--- src/rtl/deadlock_aggregator_pkg.sv ---
// Shared definitions for the deadlock aggregator.
//   - dl_state_t  : aggregator FSM states (MONITOR / SUSPECT / DEADLOCK)
//   - DEF_*       : default parameter values used by the top level
//   - idx_width() : width of an index into an N-bit monitor vector
package deadlock_aggregator_pkg;

    typedef enum logic [1:0] {
        ST_MONITOR  = 2'd0,
        ST_SUSPECT  = 2'd1,
        ST_DEADLOCK = 2'd2
    } dl_state_t;

    localparam int DEF_NUM_MON     = 4;
    localparam int DEF_HOLD_CYCLES = 16;
    localparam int DEF_STALL_W     = 16;

    // Width of an index into an n-bit vector; never less than one bit.
    function automatic int idx_width(input int n);
        return (n <= 2) ? 1 : $clog2(n);
    endfunction

endpackage

--- src/rtl/deadlock_aggregator_dl_prio_enc.sv ---
// Lowest-set-bit priority encoder.
// Ports:
//   in_i  [N-1:0] : input vector
//   idx_o [W-1:0] : index of the lowest set bit of in_i, 0 when in_i is 0
module dl_prio_enc #(
    parameter int N = 4,
    parameter int W = 2
) (
    input  logic [N-1:0] in_i,
    output logic [W-1:0] idx_o
);

    // Scan from the top down so the lowest set bit is the last one written.
    always_comb begin
        idx_o = '0;
        for (int i = N - 1; i >= 0; i--) begin
            if (in_i[i]) begin
                idx_o = W'(i);
            end
        end
    end

endmodule

--- src/rtl/deadlock_aggregator.sv ---
// Deadlock aggregator: combines per-process block flags and declares a
// deadlock once every active (non-idle) process has been blocked, with an
// unchanged blocked set, for HOLD_CYCLES consecutive cycles.
// Ports:
//   clock, reset     : clock and synchronous active-high reset
//   mon_block        : per-process registered block flags
//   inst_idle        : per-process idle flags (idle processes are ignored)
//   clear            : single-cycle request to drop a latched deadlock
//   deadlock         : sticky deadlock flag
//   deadlock_pulse   : one-cycle strobe on deadlock declaration
//   deadlock_idx     : lowest-numbered process in the latched mask
//   deadlock_mask    : blocked set captured when suspicion began
//   stall_cycles     : saturating count of cycles with any active process blocked
//   fsm_state_o      : current FSM state (debug)
module deadlock_aggregator
    import deadlock_aggregator_pkg::*;
#(
    parameter int NUM_MON     = DEF_NUM_MON,
    parameter int HOLD_CYCLES = DEF_HOLD_CYCLES,
    parameter int STALL_W     = DEF_STALL_W
) (
    input  logic                           clock,
    input  logic                           reset,
    input  logic [NUM_MON-1:0]             mon_block,
    input  logic [NUM_MON-1:0]             inst_idle,
    input  logic                           clear,
    output logic                           deadlock,
    output logic                           deadlock_pulse,
    output logic [idx_width(NUM_MON)-1:0]  deadlock_idx,
    output logic [NUM_MON-1:0]             deadlock_mask,
    output logic [STALL_W-1:0]             stall_cycles,
    output logic [1:0]                     fsm_state_o
);

    localparam int IDX_W = idx_width(NUM_MON);
    localparam int HC_W  = $clog2(HOLD_CYCLES) + 1;
    localparam logic [HC_W-1:0] HOLD_LAST = HC_W'(HOLD_CYCLES - 1);

    logic [NUM_MON-1:0] active;
    logic [NUM_MON-1:0] cur_mask;
    logic               all_blocked;

    dl_state_t          state_q;
    logic [HC_W-1:0]    hold_cnt_q;
    logic [NUM_MON-1:0] snapshot_q;
    logic [NUM_MON-1:0] mask_q;
    logic [IDX_W-1:0]   idx_q;
    logic               deadlock_q;
    logic               pulse_q;
    logic [STALL_W-1:0] stall_q;
    logic [STALL_W-1:0] stall_d;
    logic [IDX_W-1:0]   snap_idx;

    assign active      = ~inst_idle;
    assign cur_mask    = mon_block & active;
    // With no active process there is nothing that could be deadlocked.
    assign all_blocked = (cur_mask == active) && (active != '0);

    // Saturating increment while any active process is blocked.
    always_comb begin
        stall_d = stall_q;
        if ((cur_mask != '0) && (stall_q != '1)) begin
            stall_d = stall_q + STALL_W'(1);
        end
    end

    dl_prio_enc #(
        .N (NUM_MON),
        .W (IDX_W)
    ) u_prio_enc (
        .in_i  (snapshot_q),
        .idx_o (snap_idx)
    );

    always_ff @(posedge clock) begin
        if (reset) begin
            state_q    <= ST_MONITOR;
            hold_cnt_q <= '0;
            snapshot_q <= '0;
            mask_q     <= '0;
            idx_q      <= '0;
            deadlock_q <= 1'b0;
            pulse_q    <= 1'b0;
            stall_q    <= '0;
        end else begin
            pulse_q <= 1'b0;
            case (state_q)
                ST_MONITOR: begin
                    hold_cnt_q <= '0;
                    stall_q    <= stall_d;
                    // clear has priority over starting a new suspicion.
                    if (all_blocked && !clear) begin
                        state_q    <= ST_SUSPECT;
                        snapshot_q <= cur_mask;
                        hold_cnt_q <= HC_W'(1);
                    end
                end
                ST_SUSPECT: begin
                    stall_q <= stall_d;
                    // Any change to the blocked set restarts the full count.
                    if (clear || !all_blocked || (cur_mask != snapshot_q)) begin
                        state_q    <= ST_MONITOR;
                        hold_cnt_q <= '0;
                    end else if (hold_cnt_q == HOLD_LAST) begin
                        state_q    <= ST_DEADLOCK;
                        hold_cnt_q <= '0;
                        deadlock_q <= 1'b1;
                        pulse_q    <= 1'b1;
                        mask_q     <= snapshot_q;
                        idx_q      <= snap_idx;
                    end else begin
                        hold_cnt_q <= hold_cnt_q + HC_W'(1);
                    end
                end
                ST_DEADLOCK: begin
                    // Sticky: inputs are ignored, statistics frozen.
                    if (clear) begin
                        state_q    <= ST_MONITOR;
                        deadlock_q <= 1'b0;
                        mask_q     <= '0;
                        idx_q      <= '0;
                        stall_q    <= '0;
                    end
                end
                default: begin
                    state_q    <= ST_MONITOR;
                    hold_cnt_q <= '0;
                end
            endcase
        end
    end

    assign deadlock       = deadlock_q;
    assign deadlock_pulse = pulse_q;
    assign deadlock_idx   = idx_q;
    assign deadlock_mask  = mask_q;
    assign stall_cycles   = stall_q;
    assign fsm_state_o    = state_q;

endmodule

--- config.mk ---
export PLATFORM = sky130hd
export DESIGN_NAME = deadlock_aggregator
export DESIGN_NICKNAME = d
export VERILOG_FILES = /design/src/rtl/deadlock_aggregator_pkg.sv /design/src/rtl/deadlock_aggregator_dl_prio_enc.sv /design/src/rtl/deadlock_aggregator.sv
export SDC_FILE = /design/constraint.sdc
export NUM_CORES = 1
export LEC_CHECK = 0
export CORE_MARGIN = 3
export CORE_UTILIZATION = 50
export DETAILED_ROUTE_END_ITERATION = 12
export PLACE_DENSITY = 0.78
export REMOVE_ABC_BUFFERS = 1
export SYNTH_ARGS = -nofsm -noshare
export SYNTH_HDL_FRONTEND = slang
export SYNTH_HIERARCHICAL = 1
export SYNTH_SLANG_ARGS = --single-unit
--- constraint.sdc ---
create_clock -name clock -period 2.62 [get_ports clock]
set_clock_uncertainty 0.2 [all_clocks]
set_input_delay 0.524 -clock clock [delete_from_list [all_inputs] [get_ports clock]]
set_output_delay 0.524 -clock clock [all_outputs]
set_load 0.01 [all_outputs]
Yosys cells after proc, flatten, opt, wreduce, memory -nomap -nowiden
Index checks and enable logic that the tools add are counted.
{"block": "word_totals", "register_bits": 35, "in_bits": 11, "output_inout_bits": 26, "wordCells": 71}
{"block": "op_classes", "addsub": 2, "n_eq_ne": 12, "n_mux": 28, "n_bitwise": 3, "reduce_logical": 18}
{"cell": "$mux 16", "count": 2}
{"cell": "$pmux 16 s2", "count": 1}
{"cell": "$mux 2", "count": 10}
{"cell": "$add 16x1->16 const B", "count": 1}
{"cell": "$ne 16x16->1 const B", "count": 1}
{"cell": "$pmux 5 s3", "count": 1}
{"cell": "$mux 4", "count": 3}
{"cell": "$mux 5", "count": 2}
{"cell": "$ne 2x2->1 const B", "count": 4}
{"cell": "$pmux 4 s2", "count": 1}
{"cell": "$reduce_bool 4->1", "count": 2}
{"cell": "$pmux 2 s3", "count": 1}
{"cell": "$reduce_and 3->1", "count": 2}
{"cell": "$add 5x1->5 const B", "count": 1}
{"cell": "$eq 5x4->1 const B", "count": 1}
{"cell": "$mux 1", "count": 5}
{"cell": "$and 4x4->4", "count": 1}
{"cell": "$eq 4x4->1", "count": 1}
{"cell": "$ne 4x4->1", "count": 1}
{"cell": "$not 4->4", "count": 1}
{"cell": "$pmux 2 s2", "count": 1}
{"cell": "$reduce_and 4->1", "count": 1}
{"cell": "$reduce_bool 2->1", "count": 2}
{"cell": "$logic_and 1x1->1", "count": 3}
{"cell": "other kinds (12)", "count": 14}

Logic depth before layout (Yosys ltp)
Gate-level depths: netlist (run 1).
{"block": "depth", "depth_word": 9, "mapped_depth": 8, "depth_no_buf": 6}

By module
Netlist (run 1), hierarchy kept.
{"module": "deadlock_aggregator", "n_inst": 1, "cells_each": 191, "area_each_um2": 1750.4, "seq_area_each_um2": 700.7}
{"module": "dl_prio_enc", "n_inst": 1, "cells_each": 5, "area_each_um2": 27.5, "seq_area_each_um2": 0.0}

Worst setup path after synthesis (run 1)
OpenSTA, ideal clock, no wires.
{"block": "synth_timing", "kind": "register -> register", "from": "register stall_q[0] (netlist: stall_cycles[0])", "to": "register stall_q[0] (netlist: stall_cycles[0])", "setup_ns": 0.065, "arrival_ns": 1.752, "t_required_ns": 2.355, "setup_slack_ns": 0.603, "path_stages_with_launch": 8, "n_path_buf": 1, "synth_period_minus_slack_ns": 2.017, "path_cell_list": "dfxtp_1 > ha_1 > nand4_1 > or4_1 > buf_2 > nand2_1 > mux2_2 > nor2_1"}
{"block": "synth_via", "elab_chain_cells": 4, "elab_cells_between_ends": 7, "cone_classes": "add/sub (1); eq/ne (2); mux (2); reduce/logical (2)"}
{"element": "start: declaration", "line": "deadlock_aggregator.sv:50", "text": "logic [STALL_W-1:0] stall_q;"}
{"element": "start signal: assignment", "line": "deadlock_aggregator.sv:90", "text": "stall_q <= stall_d;"}
{"element": "start signal: assignment", "line": "deadlock_aggregator.sv:99", "text": "stall_q <= stall_d;"}
{"element": "branches (longest 4 deep; another with $add 16x1->16)"}
Several ways; the timed one is not identified. The select of a mux whose other input is x is not followed.
A chain may end at the register's enable or synchronous reset.

Worst setup path in the final report (run 1)
Ends and elaborated chain as after synthesis.

==> results.json, run 1 <==
{
  "rows": 21,
  "syn_inst": 196,
  "postCtsResizedCells": 0,
  "cap_violations": 0,
  "status": "finished clean",
  "rsz0062_at_grt": "no",
  "fp.coreArea_um2": 3390,
  "die_h_um": 65.63,
  "irDropWorstVdd_mv": 0.2858,
  "synthSimpleGateAreaFrac": 0.3385,
  "clockBufferDepth": 2,
  "htree_levels": 2,
  "wl_mm": 3.781,
  "post_synth.cell_area_avg_um2": 9.071,
  "cp.arrival_ns": 2.26,
  "drive_gt1_frac": 0.1260,
  "ant_nets": 0,
  "clk_pin_slew_ns": 0.10,
  "n_fill_cell": 276,
  "dp_hpwl_mm": 2.828,
  "synth_edf_count": 0,
  "dr.pass1.iters": 4,
  "grt_pass1_vias": 1505,
  "numCtsBuffers": 5,
  "grt_antenna_before_repair": 0,
  "io_pins": 37,
  "synth_cell_types": 41,
  "required_ns": 2.70,
  "finalPower_mw": 0.9999,
  "syn_area_um2": 1778,
  "multi_input_area_um2": 1020,
  "yosysSeqAreaShare": 0.3941,
  "powerDensity_nw_per_um2": 432.4,
  "cts_tree": "built",
  "grt_pass1_wl_mm": 6.520,
  "cp_max_fo": 8,
  "cts_setup_buffers": 0,
  "num_vias": 1582,
  "gp_congestion": 0.8538,
  "synth_xor_area_frac": 0.08374,
  "critical_path_class": "reg2reg",
  "fmaxAchievable_mhz": 458.1,
  "end_kind": "flop",
  "yosys-top-cells-area": "dfxtp_1 (39%), xor2_1 (8.4%), mux2i_1 (5.6%), nor2_1 (5.3%), nand4_1 (4.2%)",
  "fp.dieW_um": 65.63,
  "overflow": 0,
  "timing.final.crit_period_ns": 2.183,
  "final-seq-area_um2": 700.7,
  "synthMuxAreaShare": 0.06263,
  "synth_fa_ha_area_frac": 0.01407,
  "tns_ns": 0,
  "drcViolationCount": 0,
  "routedWlPerCell_um": 12.95,
  "hold_violations": 0,
  "synth-compound-area-share": 0.07460,
  "cts_root_buf": "clkbuf_4",
  "diodes": 0,
  "synth_most_common_cell": "dfxtp_1",
  "setup_viol": 0,
  "nets": 258,
  "start_util": 0.5245,
  "clkLatencyLatePin_ns": 0.34,
  "ys.warnings.count": 6,
  "slew_headroom": 0.6675,
  "ctsHoldBuffers": 0,
  "die_area_um2": 4307,
  "ys_seq_elements": 35,
  "cts.sinks": 35,
  "synth_flop_cell": "dfxtp_1",
  "synth_top_family_by_area": "simple AND/OR/NAND/NOR gates",
  "maxSlewViolCount": 0,
  "drt_iter0_markers": 88,
  "leakagePower_nw": 0.9177,
  "yosys.area.top_type_share": 0.3941,
  "async_flop_share": 0,
  "yosys.area.top_type": "dfxtp_1",
  "grt_usage": 0.1966,
  "worstMarginPinSlew_ns": 0.4950,
  "grt_max_degree": 16,
  "synth_commonest_cells": "dfxtp_1 (35), nor2_1 (25), xor2_1 (17)",
  "io_buffers": 36,
  "vias_per_cell": 5.418,
  "hold_path.class": "reg2reg",
  "min_period_over_period": 0.8332,
  "syn_to_final_growth_pct": 30.05,
  "startpoint_type": "flop"
}
==> area by class of cell <==
type,instances,area share
Timing Repair Buffer,48,0.1948
Sequential cell,35,0.3030
Multi-Input combinational cell,152,0.4410
Tap cell,46,0.02489
Inverter,3,0.004870
Clock buffer,7,0.02814
Clock inverter,1,0.003247
==> critical path, cell delays in order, from the launching register on <==
cell     delay (ns)
dfxtp_1        0.42
ha_1           0.24
nand4_1        0.10
or4_1          0.56
nand2_1        0.19
mux2_2         0.34
nor2_1         0.07
==> per-stage QoR <==
stage / utilization / hold WS, ns / setup slack (ns) / area, µm² / cells
after global placement: 0.6608 / 0.2332 / 0.1330 / 2240 / 284
after floorplan: - / 0.2260 / 0.4158 / 1732 / 190
final: 0.6822 / 0.2496 / 0.4370 / 2312 / 292
after CTS: 0.6822 / 0.2532 / 0.4351 / 2312 / 292
after detailed placement: 0.6608 / 0.2380 / 0.09306 / 2240 / 284
after global routing: 0.6822 / 0.2834 / 0.2623 / 2312 / 292
==> power breakdown <==
group | switching, mW | internal (mW) | total, mW
sequential | 0.0105 | 0.539 | 0.550
clock | 0.183 | 0.157 | 0.339
combinational | 0.0524 | 0.0583 | 0.111
==> per-layer routing <==
metal / wire (µm) / GRT usage / vias to the layer above
met3: 153 / 0.06154 / 6
met5: 0 / 0 / -
li1: - / - / 799
met1: 1807 / 0.2410 / 746
met4: 48 / 0.06736 / 0
met2: 1772 / 0.3229 / 31
==> cells in the final DEF (no fill, tap or decap), types with 2 or more instances in the layout <==
cell type	n
nor4_1	2
nand3_2	3
nand4_1	12
nand2_1	8
a22o_1	2
dfxtp_1	35
buf_4	12
nand2b_1	10
or3_1	2
nor2_1	25
mux2i_1	10
nor2b_1	8
nand3b_1	7
nand3_1	6
a21oi_1	9
ha_1	2
clkbuf_4	5
xor2_1	17
and3_1	4
clkdlybuf4s50_1	36
inv_1	3
nor3_2	2
clkbuf_8	2
o21ai_0	3
nor3_1	3
==> worst paths after layout <==
path	cells after the start	slack, ns	endpoint	start
max	6	0.44	stall_cycles[0]$_SDFFE_PP0P_	stall_cycles[0]$_SDFFE_PP0P_
min	1	0.25	hold_cnt_q[4]$_SDFFE_PP0N_	hold_cnt_q[4]$_SDFFE_PP0N_
max reg2reg	6	0.44	stall_cycles[0]$_SDFFE_PP0P_	stall_cycles[0]$_SDFFE_PP0P_
min reg2reg	1	0.25	hold_cnt_q[4]$_SDFFE_PP0N_	hold_cnt_q[4]$_SDFFE_PP0N_
==> registers in the layout, indices dropped and copies added, names as in the netlist <==
signal,flops
hold_cnt_q,5
deadlock,1
stall_cycles,16
snapshot_q,4
deadlock_idx,2
deadlock_mask,4
deadlock_pulse,1
fsm_state_o,2
==> kinds of logic (layout without fill, tap and decap cells) <==
family / Yosys count / after routing
compound gates: 20 / 20
xor+xnor: 17 / 17
fa+ha+maj: 2 / 2
buf+inv: 9 / 59
flops: 35 / 35
mux: 11 / 11
simple gates: 102 / 102
Power figures use the tool's default switching activity.
==> run 2: changes to the inputs <==
- CORE_UTILIZATION: 50 -> 45
- PLACE_DENSITY: 0.78 -> 0.74
- clock period: 2.62 -> 2 ns (I/O delays scaled with it)
==> results.json, run 2 (synthesized netlist as in run 1, its figures left out) <==
{
  "status": "finished clean",
  "diodes": 0,
  "clockBufferDepth": 2,
  "maxSlewViolCount": 0,
  "r2r_slack_ns": 0.03,
  "fp.dieW_um": 68.86,
  "layout_commonest_cell": "buf_4",
  "largest_reg_flops": 16,
  "overflow": 0,
  "fmaxAchievable_mhz": 507.6,
  "timing.final.crit_period_ns": 1.970,
  "vias_per_cell": 5.103,
  "cts_root_buf": "clkbuf_8",
  "io_buffers": 36,
  "required_ns": 1.98,
  "grt_pass1_vias": 1463,
  "die_h_um": 68.86,
  "num_vias": 1684,
  "clk_pin_slew_ns": 0.07,
  "drt_iter0_markers": 94,
  "hold_path.class": "reg2reg",
  "io_pins": 37,
  "cts_tree": "built",
  "worstMarginPinSlew_ns": 0.2777,
  "dp_hpwl_mm": 3.050,
  "fin_ws_ns": 0.03011,
  "htree_levels": 2,
  "irDropWorstVdd_mv": 0.3389,
  "grt_usage": 0.1859,
  "ant_nets": 0,
  "endpoint": "stall_cycles[3]$_SDFFE_PP0P_",
  "slew_headroom": 0.8129,
  "fin_hold_ws_ns": 0.2547,
  "die_area_um2": 4741,
  "final_area_um2": 2691,
  "leakagePower_nw": 1.190,
  "drive_gt1_frac": 0.2695,
  "rr_worst_depth": 8,
  "cts.sinks": 35,
  "hold_violations": 0,
  "cp_max_fo": 8,
  "setup_viol": 0,
  "end_kind": "flop",
  "post_dp_cell_area_um2": 2495,
  "r2r-end": "stall_cycles[3]$_SDFFE_PP0P_",
  "syn_to_final_growth_pct": 51.37,
  "rows": 22,
  "startpoint_type": "flop",
  "cap_violations": 0,
  "nets": 294,
  "ctsHoldBuffers": 0,
  "fp.coreArea_um2": 3744,
  "dp_slack_ns": -0.2923,
  "grt_pass1_wl_mm": 6.693,
  "critical_path_class": "reg2reg",
  "numCtsBuffers": 5,
  "most-common-layout-cells": "buf_4 (44), dfxtp_1 (33), clkdlybuf4s50_1 (29)",
  "routedWlPerCell_um": 12.59,
  "grt_antenna_before_repair": 0,
  "tns_ns": 0,
  "dr.pass1.iters": 4,
  "wl_mm": 4.156,
  "gp_congestion": 0.8294,
  "startpoint": "stall_cycles[1]$_SDFFE_PP0P_",
  "drcViolationCount": 0,
  "clkLatencyLatePin_ns": 0.28,
  "cp.arrival_ns": 1.95,
  "min_period_over_period": 0.9849,
  "r2r_start": "stall_cycles[1]$_SDFFE_PP0P_",
  "n_fill_cell": 298,
  "powerDensity_nw_per_um2": 522.8,
  "rsz0062_at_grt": "yes",
  "grt_max_degree": 18,
  "start_util": 0.4749
}
## run 2: cell count changes in the layout (fill, tap and decap cells not counted), moves of 3 or more
cell             previous run  this run
buf_4                      12        44
clkdlybuf4s50_1            36        29
clkbuf_4                    5         0
nor2b_4                     0         3
dlymetal6s2s_1              0         7
clkbuf_8                    2         5
nor2b_1                     8         4
## run 2: what timing repair did
action / 4_1_cts / 5_1_grt
setup buffers: 0 / 3
gates resized for setup: 1 / 25
pin swaps: 0 / 10
endpoints found under the setup margin: 3 / 28
cloned: 0 / 1
## run 2: routing by layer
| metal | up-vias | GRT usage | wire length (µm) |
|---|---|---|---|
| met5 | - | 0 | 0 |
| met4 | 0 | 0.05109 | 35 |
| met3 | 4 | 0.04052 | 179 |
| met2 | 41 | 0.3131 | 2051 |
| met1 | 774 | 0.2384 | 1889 |
| li1 | 865 | - | - |
## run 2: how the worst min path moves through the flow
stage	cells after the start	from	to
5_1_grt	1	hold_cnt_q[4]$_SDFFE_PP0N_	hold_cnt_q[4]$_SDFFE_PP0N_
2_1_floorplan	1	hold_cnt_q[4]$_SDFFE_PP0N_	hold_cnt_q[4]$_SDFFE_PP0N_
3_5_place_dp	1	hold_cnt_q[4]$_SDFFE_PP0N_	hold_cnt_q[4]$_SDFFE_PP0N_
4_1_cts	1	hold_cnt_q[4]$_SDFFE_PP0N_	hold_cnt_q[4]$_SDFFE_PP0N_
3_3_place_gp	1	hold_cnt_q[4]$_SDFFE_PP0N_	hold_cnt_q[4]$_SDFFE_PP0N_
6_report	1	hold_cnt_q[4]$_SDFFE_PP0N_	hold_cnt_q[4]$_SDFFE_PP0N_
## run 2: critical path: stages, from the launching register on
cell	delay, ns
dfxtp_2	0.36
ha_4	0.14
nand4_1	0.08
or4_4	0.57
buf_8	0.16
buf_4	0.13
nand3_2	0.06
xor2_1	0.13
nor2_1	0.05
## run 2: where the power goes
part | internal, mW | leakage [nW] | switching (mW)
Sequential | 0.708 | 0.283 | 0.0110
Clock | 0.244 | 0.0422 | 0.245
Combinational | 0.112 | 0.865 | 0.0868
Total | 1.06 | 1.19 | 0.343
## run 2: cell type report
| type | instances | area [µm²] | share of cell area |
|---|---|---|---|
| clock inverter | 1 | 5.005 | 0.001860 |
| inverter | 3 | 11.26 | 0.004184 |
| sequential | 35 | 703.2 | 0.2613 |
| clock buffer | 7 | 76.32 | 0.02836 |
| timing repair buffer | 84 | 759.5 | 0.2822 |
| tap | 48 | 60.06 | 0.02232 |
| multi-input combinational | 152 | 1076 | 0.3998 |
## run 2: stage by stage
step / util / std cells / power, mW
final: 0.7189 / 330 / 1.407
after global routing: 0.7189 / 330 / 1.468
after CTS: 0.6888 / 326 / 1.407
after detailed placement: 0.6664 / 318 / 0.9141
after global placement: 0.6664 / 318 / 0.9106
after floorplan: - / 190 / 0.8031
